[config.mk]
export PLATFORM = sky130hd
export DESIGN_NAME = comparator_arbiter
export DESIGN_NICKNAME = d
export VERILOG_FILES = /design/src/rtl/comparator_arbiter_pkg.sv /design/src/rtl/comparator_arbiter_magnitude_comparator.sv /design/src/rtl/comparator_arbiter.sv
export SDC_FILE = /design/constraint.sdc
export NUM_CORES = 1
export LEC_CHECK = 0
export CORE_ASPECT_RATIO = 1.25
export CORE_MARGIN = 3
export CORE_UTILIZATION = 45
export DETAILED_ROUTE_END_ITERATION = 10
export HOLD_SLACK_MARGIN = 0.12
export PLACE_DENSITY = 0.86
export RECOVER_POWER = 25
export SYNTH_ARGS = -nofsm -noshare
export SYNTH_HDL_FRONTEND = slang
export SYNTH_SLANG_ARGS = --single-unit
[constraint.sdc]
create_clock -name clk -period 1.9 [get_ports clk]
set_clock_uncertainty 0.2 [all_clocks]
set_input_delay 0.475 -clock clk [delete_from_list [all_inputs] [get_ports clk]]
set_output_delay 0.475 -clock clk [all_outputs]
set_load 0.03 [all_outputs]
[src/rtl/comparator_arbiter_pkg.sv]
// Shared definitions for the two-requester comparator arbiter.
//   W_DEF   : default operand width in bits
//   state_e : controller state encoding (IDLE, EXEC, DONE)
package comparator_arbiter_pkg;

    localparam int W_DEF = 4;

    typedef enum logic [1:0] {
        IDLE = 2'd0,
        EXEC = 2'd1,
        DONE = 2'd2
    } state_e;

endpackage

[src/rtl/comparator_arbiter_magnitude_comparator.sv]
// Unsigned magnitude comparator (purely combinational).
//   a_i, b_i : operands, W bits, unsigned
//   gt_o     : a_i >  b_i
//   lt_o     : a_i <  b_i
//   eq_o     : a_i == b_i
module magnitude_comparator #(
    parameter int W = comparator_arbiter_pkg::W_DEF
) (
    input  logic [W-1:0] a_i,
    input  logic [W-1:0] b_i,
    output logic         gt_o,
    output logic         lt_o,
    output logic         eq_o
);

    assign gt_o = (a_i > b_i);
    assign lt_o = (a_i < b_i);
    assign eq_o = (a_i == b_i);

endmodule

[src/rtl/comparator_arbiter.sv]
// Round-robin arbiter sharing one magnitude comparator between two requesters.
//   clk, rst             : clock, asynchronous active-high reset
//   req0/a0/b0           : requester 0 request and operands
//   req1/a1/b1           : requester 1 request and operands
//   gnt0, gnt1           : grant, high during EXEC for the owner
//   done0, done1         : one-cycle result-valid pulse for the owner
//   a_gt_b/a_lt_b/a_eq_b : registered result of the last completed compare
//   busy                 : controller not in IDLE
//   op_cnt               : completed compares, modulo 256
module comparator_arbiter
    import comparator_arbiter_pkg::*;
#(
    parameter int W = W_DEF
) (
    input  logic         clk,
    input  logic         rst,
    input  logic         req0,
    input  logic [W-1:0] a0,
    input  logic [W-1:0] b0,
    input  logic         req1,
    input  logic [W-1:0] a1,
    input  logic [W-1:0] b1,
    output logic         gnt0,
    output logic         gnt1,
    output logic         done0,
    output logic         done1,
    output logic         a_gt_b,
    output logic         a_lt_b,
    output logic         a_eq_b,
    output logic         busy,
    output logic [7:0]   op_cnt
);

    state_e       state_q, state_d;
    // Last (and current) owner; 1 out of reset so requester 0 wins the first tie.
    logic         owner_q, owner_d;
    logic [W-1:0] opa_q, opa_d, opb_q, opb_d;
    logic         gnt0_q, gnt0_d, gnt1_q, gnt1_d;
    logic         done0_q, done0_d, done1_q, done1_d;
    logic         gt_q, gt_d, lt_q, lt_d, eq_q, eq_d;
    logic         busy_q, busy_d;
    logic [7:0]   cnt_q, cnt_d;
    logic         take0, take1;
    logic         cmp_gt, cmp_lt, cmp_eq;

    // Round-robin pick: on a tie the requester that did not own last wins.
    assign take0 = req0 && (!req1 || owner_q);
    assign take1 = req1 && (!req0 || !owner_q);

    magnitude_comparator #(.W(W)) u_cmp (
        .a_i  (opa_q),
        .b_i  (opb_q),
        .gt_o (cmp_gt),
        .lt_o (cmp_lt),
        .eq_o (cmp_eq)
    );

    // State and output registers
    always_ff @(posedge clk or posedge rst) begin
        if (rst) begin
            state_q <= IDLE;
            owner_q <= 1'b1;
            gnt0_q  <= 1'b0;
            gnt1_q  <= 1'b0;
            done0_q <= 1'b0;
            done1_q <= 1'b0;
            gt_q    <= 1'b0;
            lt_q    <= 1'b0;
            eq_q    <= 1'b0;
            busy_q  <= 1'b0;
            cnt_q   <= 8'd0;
        end else begin
            state_q <= state_d;
            owner_q <= owner_d;
            gnt0_q  <= gnt0_d;
            gnt1_q  <= gnt1_d;
            done0_q <= done0_d;
            done1_q <= done1_d;
            gt_q    <= gt_d;
            lt_q    <= lt_d;
            eq_q    <= eq_d;
            busy_q  <= busy_d;
            cnt_q   <= cnt_d;
        end
    end

    // Operand latches carry data only; they are always loaded before use.
    always_ff @(posedge clk) begin
        opa_q <= opa_d;
        opb_q <= opb_d;
    end

    // Next-state logic
    always_comb begin
        state_d = state_q;
        case (state_q)
            IDLE:    if (req0 || req1) state_d = EXEC;
            EXEC:    state_d = DONE;
            DONE:    state_d = IDLE;
            default: state_d = IDLE;
        endcase
    end

    // Output / datapath next values
    always_comb begin
        owner_d = owner_q;
        opa_d   = opa_q;
        opb_d   = opb_q;
        gnt0_d  = 1'b0;
        gnt1_d  = 1'b0;
        done0_d = 1'b0;
        done1_d = 1'b0;
        gt_d    = gt_q;
        lt_d    = lt_q;
        eq_d    = eq_q;
        cnt_d   = cnt_q;
        busy_d  = (state_d != IDLE);
        case (state_q)
            IDLE: begin
                if (take0) begin
                    gnt0_d  = 1'b1;
                    owner_d = 1'b0;
                    opa_d   = a0;
                    opb_d   = b0;
                end else if (take1) begin
                    gnt1_d  = 1'b1;
                    owner_d = 1'b1;
                    opa_d   = a1;
                    opb_d   = b1;
                end
            end
            EXEC: begin
                gt_d    = cmp_gt;
                lt_d    = cmp_lt;
                eq_d    = cmp_eq;
                done0_d = !owner_q;
                done1_d = owner_q;
            end
            DONE: begin
                cnt_d = cnt_q + 8'd1;
            end
            default: ;
        endcase
    end

    assign gnt0   = gnt0_q;
    assign gnt1   = gnt1_q;
    assign done0  = done0_q;
    assign done1  = done1_q;
    assign a_gt_b = gt_q;
    assign a_lt_b = lt_q;
    assign a_eq_b = eq_q;
    assign busy   = busy_q;
    assign op_cnt = cnt_q;

endmodule

==> out/metrics.cfg <==
[setup_path]
critPathLaunch = op_cnt[2]
worstPathMaxFanout = 4
endpoint_kind = primary output
crit_slowest_cell = dfrtp_1
r2r_start = state_q[0]
path_buf_inv = 1
cp-start-kind = flip-flop
max_stage_delay_ns = 0.44
cp_cell_sequence = clkdlybuf4s15_1
r2r_setup_slack_ns = 0.35
cp.arrival_ns = 1.16
critPathRequiredTime_ns = 1.22
cp_top_family = flip-flops
path_class = flip-flop to primary output

[sta]
period_share_pct = 96.5
holdWs_ns = 0.280
setup_violations = 0
min_period_ns = 1.83
max_freq_ghz = 0.545
slew_viol_final = 0
fin_ws_ns = 0.0658
rsz0062_at_grt = no
hold_viol_final = 0
slew_headroom_pct = 35.6
worstMarginPinSlew_ns = 0.966

[cts]
post_cts.repair.setup_buffers = 0
cts_root_buf = clkbuf_4
clkSlewWorstSetupHoldPaths_ns = 0.14
clock_sinks = 27
cts_hold_buf = 0
ctsLongestPathBuffers = 2
cts_tree = done
cts_buffers = 3
clock_latency_ns = 0.32
htreeDepth = 1

[place]
gp_congestion = 0.723
dp_slack_ns = -0.244
dp_hpwl_um = 1720
port_buffers = 35
dp.cells = 162

[cells_and_area]
n_antenna_cell = 0
drive_above_1_share_pct = 14.1
instances_no_fill = 166
nets = 161
area_delta_synth_final_pct = 37.6

[global_routing]
grt_overflow = 0
grt_antenna_before_repair = 0
grt_max_degree = 20
track_usage_pct = 13.8
met2_usage_pct = 28.1
grtUsageMet1_pct = 13.0
grtUsageMet3_pct = 2.39
grt_pass1_wl_um = 3440
top_usage_layer = met2
first_global_vias = 852

[floorplan]
io-pin-count = 36
die-area_um2 = 3210
die_x_um = 51.3
initial_core_util_pct = 49.6
rows = 19
die_height_um = 62.6
core_region_area_um2 = 2330

[worst_hold_path]
hp-class = flip-flop to flip-flop
min_from = op_cnt[7]

[detailed_routing]
routedWlPerCell_um = 12.2
detail_route.first_pass.iterations = 2
wirelength_um = 2020
drt_iter0_drc = 5
antenna_left = 0
drc_errors = 0
vias_per_cell = 4.89
vias = 812

[pwr]
power_density_nw_per_um2 = 1380
peakVddDrop_mv = 0.816
p_leak_uw = 0.000755

[synth]
synth.distinct_cells = 23
synthFlopType = dfrtp_1
yosys_register_bits = 27
syn-cell-area_um2 = 1150
syn_nets = 116
syn_avg_cell_area_um2 = 12.7
synth_cells = 91
yosysWarnings = 0
synth-edff-count = 8
ys_seq_area_share_pct = 62.1
synthArstFlopShare_pct = 70.4

[run_status]
outcome = complete, no violations

[flow_run]
maxCapViolCount = 0

==> synth_stat cells, types with 2 or more instances <==
master    number  area [um2]
o21ai_0        4        20.0
inv_1         10        37.5
nand2b_1       2        12.5
dfrtp_1       18         450
ha_1           5        62.6
mux2_2         8        90.1
xnor2_1        7        61.3
nand4_1        4        25.0
edfxtp_1       8         240
nand2_1       10        37.5
a21oi_1        2        10.0
nor2_1         2        7.51
==> metal layers <==
metal  vias to the layer above  routed length [um]  part of all wire (%)
li1                        398                   -                     -
met1                       381                 692                    34
met2                        31                1150                    57
met3                         2                 148                   7.3
met4                         0                  23                   1.1
met5                         -                   0                     0
==> through the flow <==
stage	utilization (%)	TNS, ns	instance area, um2	total power (uW)
after global placement	67.9	-1.50	1580	2010
after detailed placement	67.9	-2.02	1580	2060
final	68.2	0	1590	2190
after CTS	68.3	0	1590	2220
after global routing	68.2	0	1590	2340
after floorplan	-	0	1150	1590
==> flip-flops by register name (all words and copies together) (netlist names) <==
signal   flops
busy         1
a_lt_b       1
a_eq_b       1
opa_q        4
state_q      2
owner_q      1
a_gt_b       1
done0        1
gnt1         1
opb_q        4
gnt0         1
done1        1
op_cnt       8
==> layout by cell type, fill, tap and decap left out, types with 2 or more instances in the layout <==
cell             instances
dfrtp_1                 18
clkdlybuf4s50_1         18
dlygate4sd2_1           15
nand2_1                 10
inv_1                   10
mux2_2                   8
edfxtp_1                 8
xnor2_1                  7
ha_1                     5
nand4_1                  4
o21ai_0                  4
buf_4                    4
clkbuf_4                 3
nand2b_1                 2
nor2_1                   2
a21oi_1                  2
==> logic make-up after synthesis <==
kind of cell             share of synthesized area, %
adder cells (fa/ha/maj)                          5.42
AND/OR/NAND/NOR                                  10.6
AO/OA/AOI/OAI                                    5.53
flip-flops                                       62.1
buffers and inverters                            3.25
XOR/XNOR                                         5.31
multiplexers                                     7.80
==> repair_timing <==
item / CTS / global route
resized for setup: 16 / 1
endpoints found under the hold margin: 0 / 0
setup endpoints to repair: 16 / 1
==> final timing paths <==
path / end / depth (start not counted)
worst max-delay path: op_cnt[2] / 1
max in group asynchronous: op_cnt[4] / 3
worst max register to register: op_cnt[7] / 4
worst min register to register: op_cnt[7] / 1
min in group asynchronous: done1 / 3
worst min-delay path: op_cnt[7] / 1
==> power breakdown <==
group          leakage (uW)  internal, uW  total, uW  switching (uW)
Sequential         0.000320           838        971             133
Clock             0.0000139          80.6        247             167
Combinational      0.000421           392        972             580
Total              0.000755          1310       2190             880
==> area by class of cell <==
type,count,area (um2)
sequential,27,717
clock buffer,3,22.5
tap,31,38.8
multi-input combinational,54,400
timing repair buffer,40,365
inverter,10,37.5
fill,201,741
clock inverter,1,7.51
(Power assumes the default switching activity.)
